===== src/rtl/dead_time_gen.sv =====
// dead_time_gen
//   Multi-channel complementary dead-time generator. Each channel turns one
//   PWM command bit into a high-side/low-side gate pair (A/B). Both gates are
//   never high together. A programmable dead interval (dtime_a / dtime_b) is
//   inserted before every turn-on. A global enable and a latched fault both
//   force every channel back to IDLE with its gates off.
//
// Ports
//   clk, reset     : clock, asynchronous active-high reset
//   en             : global enable; low parks every channel in IDLE
//   pwm[N_CH]      : per-channel command, 1 = A on, 0 = B on
//   dtime_a/_b     : dead cycles inserted before an A / B turn-on
//   fault          : synchronous shutdown request; sets the sticky flag
//   fault_clr      : clears the sticky flag (fault wins if both are high)
//   pwmout_a/_b    : registered gate commands per channel
//   dead_active    : channel is in DEAD_A or DEAD_B
//   fault_latched  : sticky fault flag

// One complementary leg: the FSM, its dead counter and the registered outputs.
module dead_time_ch #(
   parameter int DT_W = 8
) (
   input  logic            clk,
   input  logic            reset,
   input  logic            force_idle,
   input  logic            pwm,
   input  logic [DT_W-1:0] dtime_a,
   input  logic [DT_W-1:0] dtime_b,
   output logic            out_a,
   output logic            out_b,
   output logic            dead
);

   typedef enum logic [2:0] {IDLE, DEAD_A, A_ON, DEAD_B, B_ON} state_t;

   state_t          state_q, state_d;
   logic [DT_W-1:0] cnt_q, cnt_d;
   logic [DT_W-1:0] dt_cur_q, dt_cur_d;
   logic            out_a_q, out_a_d;
   logic            out_b_q, out_b_d;
   logic            dead_q, dead_d;
   logic            enter_a, enter_b;

   always_comb begin
      state_d  = state_q;
      cnt_d    = cnt_q;
      dt_cur_d = dt_cur_q;
      enter_a  = 1'b0;
      enter_b  = 1'b0;

      if (force_idle) begin
         state_d = IDLE;
         cnt_d   = '0;
      end else begin
         case (state_q)
            IDLE:    if (pwm) enter_a = 1'b1; else enter_b = 1'b1;
            A_ON:    if (!pwm) enter_b = 1'b1;
            B_ON:    if (pwm) enter_a = 1'b1;
            DEAD_A: begin
               if (!pwm)                    enter_b = 1'b1;
               else if (cnt_q == dt_cur_q)  state_d = A_ON;
               else                         cnt_d   = cnt_q + DT_W'(1);
            end
            DEAD_B: begin
               if (pwm)                     enter_a = 1'b1;
               else if (cnt_q == dt_cur_q)  state_d = B_ON;
               else                         cnt_d   = cnt_q + DT_W'(1);
            end
            default: state_d = IDLE;
         endcase

         // Every turn-on request funnels through here. The dead interval
         // starts with cnt=1 on this edge, so the switch turns on after
         // exactly dt dead cycles. dt_cur freezes the target, so later
         // dtime changes do not stretch or cut the interval in progress.
         if (enter_a) begin
            if (dtime_a == '0) begin
               state_d = A_ON;
            end else begin
               state_d  = DEAD_A;
               cnt_d    = DT_W'(1);
               dt_cur_d = dtime_a;
            end
         end else if (enter_b) begin
            if (dtime_b == '0) begin
               state_d = B_ON;
            end else begin
               state_d  = DEAD_B;
               cnt_d    = DT_W'(1);
               dt_cur_d = dtime_b;
            end
         end
      end

      // Outputs are decoded from the next state and then registered. They
      // therefore track the state register without a combinational path
      // to the pins.
      out_a_d = (state_d == A_ON);
      out_b_d = (state_d == B_ON);
      dead_d  = (state_d == DEAD_A) || (state_d == DEAD_B);
   end

   always_ff @(posedge clk or posedge reset) begin
      if (reset) begin
         state_q  <= IDLE;
         cnt_q    <= '0;
         dt_cur_q <= '0;
         out_a_q  <= 1'b0;
         out_b_q  <= 1'b0;
         dead_q   <= 1'b0;
      end else begin
         state_q  <= state_d;
         cnt_q    <= cnt_d;
         dt_cur_q <= dt_cur_d;
         out_a_q  <= out_a_d;
         out_b_q  <= out_b_d;
         dead_q   <= dead_d;
      end
   end

   assign out_a = out_a_q;
   assign out_b = out_b_q;
   assign dead  = dead_q;

endmodule

module dead_time_gen #(
   parameter int N_CH = 3,
   parameter int DT_W = 8
) (
   input  logic            clk,
   input  logic            reset,
   input  logic            en,
   input  logic [N_CH-1:0] pwm,
   input  logic [DT_W-1:0] dtime_a,
   input  logic [DT_W-1:0] dtime_b,
   input  logic            fault,
   input  logic            fault_clr,
   output logic [N_CH-1:0] pwmout_a,
   output logic [N_CH-1:0] pwmout_b,
   output logic [N_CH-1:0] dead_active,
   output logic            fault_latched
);

   logic fault_latched_q, fault_latched_d;
   logic force_idle;

   // A new fault takes priority over a simultaneous clear.
   always_comb begin
      fault_latched_d = fault | (fault_latched_q & ~fault_clr);
   end

   always_ff @(posedge clk or posedge reset) begin
      if (reset) fault_latched_q <= 1'b0;
      else       fault_latched_q <= fault_latched_d;
   end

   // The registered flag (not its next value) gates the channels. On the
   // clearing edge the legs are therefore still held in IDLE, and they
   // restart one edge later.
   assign force_idle    = ~en | fault | fault_latched_q;
   assign fault_latched = fault_latched_q;

   for (genvar i = 0; i < N_CH; i++) begin : g_ch
      dead_time_ch #(.DT_W(DT_W)) u_ch (
         .clk        (clk),
         .reset      (reset),
         .force_idle (force_idle),
         .pwm        (pwm[i]),
         .dtime_a    (dtime_a),
         .dtime_b    (dtime_b),
         .out_a      (pwmout_a[i]),
         .out_b      (pwmout_b[i]),
         .dead       (dead_active[i])
      );
   end

endmodule


===== config.mk =====
export PLATFORM = sky130hd
export DESIGN_NAME = dead_time_gen
export DESIGN_NICKNAME = d
export VERILOG_FILES = /design/src/rtl/dead_time_gen.sv
export SDC_FILE = /design/constraint.sdc
export NUM_CORES = 1
export LEC_CHECK = 0
export BUFFER_PORTS_ARGS = -buffer_cell sky130_fd_sc_hd__buf_4
export CORE_ASPECT_RATIO = 1.75
export CORE_MARGIN = 2
export CORE_UTILIZATION = 30
export DETAILED_ROUTE_END_ITERATION = 8
export GPL_ROUTABILITY_DRIVEN = 0
export PLACE_DENSITY = 0.43
export SYNTH_ARGS = -nofsm -noshare
export SYNTH_HDL_FRONTEND = slang
export SYNTH_SLANG_ARGS = --single-unit

===== constraint.sdc =====
create_clock -name clk -period 6.6 [get_ports clk]
set_clock_uncertainty 0.2 [all_clocks]
set_input_delay 1.32 -clock clk [delete_from_list [all_inputs] [get_ports clk]]
set_output_delay 1.32 -clock clk [all_outputs]
set_load 0.01 [all_outputs]

After elaboration in Yosys (flattened, before gate mapping)
Cells that the tools add are included.
{ "classes": {"add_sub_neg": 3, "reduce_logical": 23, "n_mux": 79, "n_bitwise": 7, "n_eq_ne": 33} }
{ "op_table": {"columns": ["cell", "n"], "rows": [
  ["8-bit two-way mux", 32],
  ["3-bit two-way mux", 22],
  ["8-bit case mux with 2 select lines", 3],
  ["3-bit by 2-bit equality test with 1-bit output (second input constant)", 12],
  ["3-bit case mux with 3 select lines", 3],
  ["3-bit OR reduction", 9],
  ["8-bit by 1-bit adder with 8-bit output (second input constant)", 3],
  ["8-bit equality test", 3],
  ["3-bit by 1-bit equality test with 1-bit output (second input constant)", 6],
  ["3-bit equality test (second input constant)", 6],
  ["1-bit two-way mux", 18],
  ["8-bit logical NOT", 2],
  ["4-bit AND reduction", 3],
  ["3-bit logical NOT", 3],
  ["2-bit by 1-bit != test with 1-bit output (second input constant)", 3],
  ["2-bit != test (second input constant)", 3],
  ["2-bit nonzero test", 3],
  ["1-bit logical OR", 3],
  ["1-bit inverter", 3],
  ["1-bit OR", 3],
  ["2-bit two-way mux", 1],
  ["1-bit AND", 1]
]} }
{ "totals": {"input_bits": 24, "wordCells": 164, "out_inout_bits": 10, "regBits": 67} }

Depth between registers and ports, before layout
Gate-level depths: netlist of run 1.
{ "depth": {"word_depth": 9, "depth_mapped": 7} }

Modules after synthesis
A second synthesis of run 1 with hierarchy kept.
{ "unflattened": {"cells_unflattened": 433, "area_unflattened_um2": 4209.0} }
{ "by_module_without_submodules": {"columns": ["mod", "cells_per_inst", "instances", "area_each_um2"], "rows": [
  ["dead_time_ch (g_ch[1].u_ch)", 144, 1, 1400.1],
  ["dead_time_ch (g_ch[0].u_ch)", 147, 1, 1385.1],
  ["dead_time_ch (g_ch[2].u_ch)", 136, 1, 1376.3],
  ["dead_time_gen", 6, 1, 47.5]
]} }

Worst setup path before layout of run 1
No wires, ideal clock.
{ "synth_timing": {"path_type": "input -> register", "from": "input dtime_b[5]", "to": "register g_ch[2].u_ch.dt_cur_q[0]", "setup_time_ns": 0.125, "required_ns": 6.275, "arrival_ns": 2.912, "path_buffers": 0, "path_slack_ns": 3.363, "stages": 5, "path_cell_list": "or4_1 o21ai_1 a21oi_1 o21ai_2 mux2_2"} }
{ "synth_between": {"elab_chain_len": 3} }
{ "synth_lines": {"columns": ["element", "line", "rtl"], "rows": [
  ["from (decl)", "136", "input logic [DT_W-1:0] dtime_b,"],
  ["8-bit logical NOT", "85", "if (dtime_b == '0) begin"],
  ["2-bit by 1-bit != test with 1-bit output (no line)", null, null],
  ["4-bit AND reduction (no line)", null, null],
  ["to (signal assigned)", "114", "dt_cur_q <= dt_cur_d;"],
  ["to (decl)", "38", "logic [DT_W-1:0] dt_cur_q, dt_cur_d;"]
]} }
Every way passes these cells.
A chain may end at the register's enable or synchronous reset.

Worst setup path in the final report of run 1
{ "layout_timing": {"from": "input dtime_b[5]", "to": "register g_ch[2].u_ch.dt_cur_q[3]"} }
The elaborated chain is that of the path after synthesis.

==> flow_summary.yaml, run 1 <==
sta:
  setup_viol_count_final: 0
  fin_crit_ps: 3340
  slew_viol_final: 0
  fmaxAchievable_ghz: 0.299
  finalSetupTns_ps: 0
  relSlewSlack_pct: 39.5
  fin_crit_sh_pct: 50.6
  finalHoldViolCount: 0
  tightest_slew_ps: 903
  rsz0062_at_grt: "no"
  setup_ws_ps: 3260
synthesis:
  yosysTopAreaCell: "dfrtp_1"
  synth_fp_nets: 426
  synth_ff_type: "dfrtp_1"
  synthDistinctLibCells: 52
  ys_warn_count: 0
  avgSynthCellArea_um2: 9.92
  ys_ff_latch: 67
  synth_top_area_share_pct: 42.4
  synthTopCellsByArea: "dfrtp_1, mux2_2, xnor2_1, o21ai_0, mux2i_1"
  syn_inst: 399
  synth_edf_count: 0
  netlist_area_mm2: 0.00396
  seq_area_frac_synth_pct: 42.4
  synthArstFlopShare_pct: 100
clock_network:
  cts_max_path_buffers: 2
  clkSinkCount: 67
  clockRootBuffer: "clkbuf_16"
  ctsResizeCount: 0
  cts_tree: "done"
  clk_pin_slew_ps: 50
  ctsHoldBuffers: 0
  clkLatencyLatePin_ps: 330
  cts_buffers: 9
  cts.htree.levels: 3
  postCtsSetupBuffers: 0
placed_design:
  placed_cell_area_mm2: 0.00428
  port_buffers: 33
  dpl.cell_count: 581
  dp_hpwl_um: 7570
  place_ws_ps: 2900
final_layout:
  drive_gt1_share_pct: 20.9
  fin_util_pct: 35.3
  fillers: 1354
  final_area_mm2: 0.00456
  num-nets-final: 448
  mostFrequentLayoutCells: "dfrtp_1, buf_4, o21ai_0, mux2_2, xnor2_1"
  layoutNonFillerInstCount: 596
  multi_input_area_mm2: 0.00208
  final_common_cell: "dfrtp_1"
  regArea_mm2: 0.00168
  antenna_cells: 0
  area_growth_syn_to_layout_pct: 15.4
worst_setup_path:
  worstPathRequired_ps: 6610
  startpoint_type: "primary input"
  crit_type: "primary input to register"
  worstSetupEndpointType: "register"
  rrSetupSlack_ps: 4030
  cp.arrival_ps: 3360
  crit_path_max_fanout: 9
  rr_startpoint: "g_ch[1].u_ch.state_q[1]"
  timing.rr.end: "g_ch[1].u_ch.dt_cur_q[6]"
  reg2reg_depth: 4
global_routing:
  grt_max_degree: 68
  grt_overflow: 0
  grt_pass1_wl_um: 16200
  grt_use_met1_pct: 16.9
  grt_pass1_vias: 3084
  use_met3_pct: 2.85
  met2_usage_pct: 27.1
  top_usage_layer: "met2"
  antenna_found_initial: 0
  track_usage_pct: 14.9
worst_hold_path:
  min_path_type: "register to register"
  hold_start: "g_ch[1].u_ch.dt_cur_q[7]"
  hold_end: "g_ch[1].u_ch.dt_cur_q[7]"
  hold_depth: 2
floorplan:
  core_area_mm2: 0.0129
  dieHeight_um: 156
  die_area_mm2: 0.0142
  rows: 55
  die_w_um: 90.8
  io_pins: 34
  start_util_pct: 30.6
routing:
  viasPerCell: 5.26
  ant_nets: 0
  finalWirelength_um: 10100
  dr.pass1.iters: 4
  vias: 3137
  drt_iter0_markers: 115
  drt-wirelength-per-cell_um: 16.9
  drc: 0
pwr:
  clockPowerShare_pct: 40.4
  peakVddDrop_mv: 0.117
  swShare_pct: 26.5
  p_int_uw: 828
  seq_power_share_pct: 43.5
  power_frac_comb_pct: 16.1
  switchingPower_uw: 298
  power_density_mw_per_mm2: 247
  power_leakage_uw: 0.00182
run_status:
  status: "finished clean"
run:
  maxCapViolCount: 0
-- metal layers --
layer  part of all wire, %  wire (um)
met1                    41       4080
met2                    54       5460
met3                   3.0        298
met4                   2.1        212
met5                     0          0
-- cell usage after synthesis, types with 8 or more instances --
cell / number
dfrtp_1: 67
o21ai_0: 33
mux2_2: 32
xnor2_1: 30
nor2_1: 25
a21oi_1: 22
nand2_1: 18
mux2i_1: 13
a211oi_1: 11
nand4_1: 11
buf_4: 10
inv_1: 9
nand3_1: 9
clkbuf_1: 8
-- power groups by stage --
stage | Clock, uW | Sequential [uW] | Combinational, uW
floorplan | 0 | 486 | 144
global placement | 0 | 498 | 181
detailed placement | 0 | 499 | 183
CTS | 467 | 492 | 184
global route | 485 | 496 | 200
finish | 455 | 490 | 181
-- final cells by class --
class / instances / share of cell area, %
clock buffers: 13 / 5.92
clock inverters: 2 / 0.219
inverters: 9 / 0.740
multi-input cells: 297 / 45.6
flip-flops and latches: 67 / 36.7
well taps: 171 / 4.69
repair buffers: 37 / 6.09
-- worst max path at each step --
stage / start / end / slack, ps
2_1_floorplan: dtime_b[5] / g_ch[2].u_ch.dt_cur_q[0] / 3360
3_3_place_gp: dtime_b[5] / g_ch[2].u_ch.dt_cur_q[1] / 2940
3_5_place_dp: dtime_b[5] / g_ch[2].u_ch.dt_cur_q[1] / 2900
4_1_cts: dtime_b[5] / g_ch[2].u_ch.dt_cur_q[1] / 3250
5_1_grt: dtime_b[5] / g_ch[2].u_ch.dt_cur_q[2] / 3100
6_report: dtime_b[5] / g_ch[2].u_ch.dt_cur_q[3] / 3260
-- stage by stage --
step	total power, uW	hold slack (ps)
floorplan	630	270
detailed placement	682	298
CTS	1140	310
global route	1180	329
finish	1130	298
global placement	678	290
-- kinds of logic after synthesis --
| kind of cell | synth area share [%] |
|---|---|
| flops | 42.4 |
| compound gates | 16.6 |
| simple gates | 15.0 |
| mux | 12.4 |
| fa+ha+maj | 0.949 |
| buf+inv | 5.00 |
| xor+xnor | 7.75 |
-- registers in the layout, indices dropped and copies added, names as in the netlist --
| name | flops |
|---|---|
| fault_latched | 1 |
| g_ch.u_ch.cnt_q | 24 |
| g_ch.u_ch.dead | 3 |
| g_ch.u_ch.dt_cur_q | 24 |
| g_ch.u_ch.out_a | 3 |
| g_ch.u_ch.out_b | 3 |
| g_ch.u_ch.state_q | 9 |
-- worst max-delay path, stage by stage --
cell and delay [ps]:
buf_4 120, or4_1 670, o21ai_1 250, a21oi_1 170, o21ai_2 430, mux2_2 390
Note: power is estimated with default switching activity, not from simulation.
==> run 2: changes to the inputs <==
clock period = 3.43 ns   (was 6.6 ns; I/O delays follow)
==> run 2 against run 1 <==
Wire length is 4.1% higher. Largest cell class unchanged. Clock power grew to 2.5 times the previous value. Critical endpoint is now g_ch[2].u_ch.dt_cur_q[1]. Flip-flop and latch count stayed put. Global-route usage is 0.75 points higher. Die area stayed put. Worst setup slack worse by 2500 ps. Combinational power is 94% higher. Hold slack worse by 120 ps. Critical path type unchanged.
==> flow_summary.yaml, run 2 (synthesis gave the netlist of run 1 again) <==
run_status:
  status: "finished clean"
placed_design:
  port_buffers: 33
  dp_hpwl_um: 8020
sta:
  fmaxAchievable_ghz: 0.376
  finalSetupTns_ps: 0
  tightest_slew_ps: 1200
  relSlewSlack_pct: 19.4
  setup_viol_count_final: 0
  slew_viol_final: 0
  fin_crit_sh_pct: 77.5
  finalHoldViolCount: 0
  rsz0062_at_grt: "no"
  fin_crit_ps: 2660
routing:
  drt-wirelength-per-cell_um: 17.4
  ant_nets: 0
  dr.pass1.iters: 4
  vias: 3082
  finalWirelength_um: 10500
  drt_iter0_markers: 146
  viasPerCell: 5.13
  drc: 0
run:
  maxCapViolCount: 0
final_layout:
  antenna_cells: 0
  reg_top3: "g_ch.u_ch.cnt_q x24, g_ch.u_ch.dt_cur_q x24, g_ch.u_ch.state_q x9"
  mostFrequentLayoutCells: "dfrtp_1, buf_4, o21ai_0, mux2_2, xnor2_1"
  drive_gt1_share_pct: 21.9
  fillers: 1372
  final_common_cell: "dfrtp_1"
  regArea_mm2: 0.00168
  fin_util_pct: 36.2
  num-nets-final: 452
  area_growth_syn_to_layout_pct: 18.3
  multi_input_area_mm2: 0.00208
global_routing:
  grt_pass1_wl_um: 16900
  grt_pass1_vias: 3154
  grt_overflow: 0
  track_usage_pct: 15.7
  grt_max_degree: 24
  antenna_found_initial: 0
clock_network:
  ctsResizeCount: 0
  clockRootBuffer: "clkbuf_16"
  postCtsSetupBuffers: 0
  cts_max_path_buffers: 2
  cts_buffers: 9
  ctsHoldBuffers: 0
  clkSinkCount: 67
  clk_pin_slew_ps: 60
  cts.htree.levels: 3
  cts_tree: "done"
  clkLatencyLatePin_ps: 340
worst_setup_path:
  worstSetupStartpoint: "dtime_b[5]"
  cp.arrival_ps: 2680
  cp_cell_sequence: "buf_4 -> or4_1 -> o21ai_1 -> a21oi_1 -> o21ai_2 -> mux2_2"
  slowest_delay_ps: 640
  reg2reg_depth: 5
  rrSetupSlack_ps: 920
  cpMaxStageDelayCell: "or4_1"
  timing.rr.end: "g_ch[1].u_ch.cnt_q[4]"
  startpoint_type: "primary input"
  worstPathRequired_ps: 3450
  crit_buf_inv: 1
  crit_type: "primary input to register"
  worstSetupEndpointType: "register"
  critical_path.top_delay_family: "compound AO/OA/AOI/OAI gates"
  rr_startpoint: "g_ch[1].u_ch.cnt_q[0]"
  crit_path_max_fanout: 9
pwr:
  power_density_mw_per_mm2: 522
  peakVddDrop_mv: 0.217
  power_leakage_uw: 0.00188
floorplan:
  dieHeight_um: 156
  rows: 55
  die_w_um: 90.8
  core_area_mm2: 0.0129
  start_util_pct: 30.6
  die_area_mm2: 0.0142
  io_pins: 34
worst_hold_path:
  min_path_type: "primary input to async pin"
## run 2: changes by cell type in the layout (fill, tap and decap cells not counted), sizes merged
| cell | delta |
|---|---|
| clkbuf | -3 |
| bufinv | +4 |
| buf | +4 |
## run 2: stage by stage
| step | std cells | total power [uW] | setup WS (ps) | hold slack (ps) | cell area, um2 |
|---|---|---|---|---|---|
| after floorplan | 399 | 1210 | 827 | 270 | 3960 |
| after global placement | 585 | 1310 | 489 | 283 | 4310 |
| after detailed placement | 585 | 1320 | 443 | 299 | 4310 |
| after CTS | 601 | 2480 | 799 | 184 | 4680 |
| after global routing | 601 | 2570 | 552 | 208 | 4680 |
| final | 601 | 2440 | 771 | 178 | 4680 |
## run 2: final cells by class
type | instances | area share (%)
clock inverter | 6 | 2.94
multi-input combinational | 297 | 44.5
clock buffer | 10 | 4.89
tap | 171 | 4.57
timing repair buffer | 41 | 6.58
inverter | 9 | 0.722
sequential | 67 | 35.8
## run 2: layer usage
layer  track usage, %  part of all wire [%]  vias up
met2             28.9                    55       51
met4             6.35                   2.0        0
li1                 -                     -     1512
met3             2.95                   2.5       10
met5                0                     0        -
met1             17.5                    41     1509
## run 2: report_power, final
part	total, uW	internal, uW	switching, uW
Clock	1150	786	359
Sequential	946	876	70.6
Combinational	352	177	174
## run 2: worst max path at each step
stage | endpoint | slack [ps] | depth (start not counted)
final | g_ch[2].u_ch.dt_cur_q[1] | 770 | 6
after global routing | g_ch[1].u_ch.cnt_q[6] | 550 | 5
after CTS | g_ch[2].u_ch.dt_cur_q[1] | 800 | 6
after detailed placement | g_ch[2].u_ch.dt_cur_q[2] | 440 | 6
after global placement | g_ch[2].u_ch.dt_cur_q[2] | 490 | 6
after floorplan | g_ch[2].u_ch.dt_cur_q[0] | 830 | 5
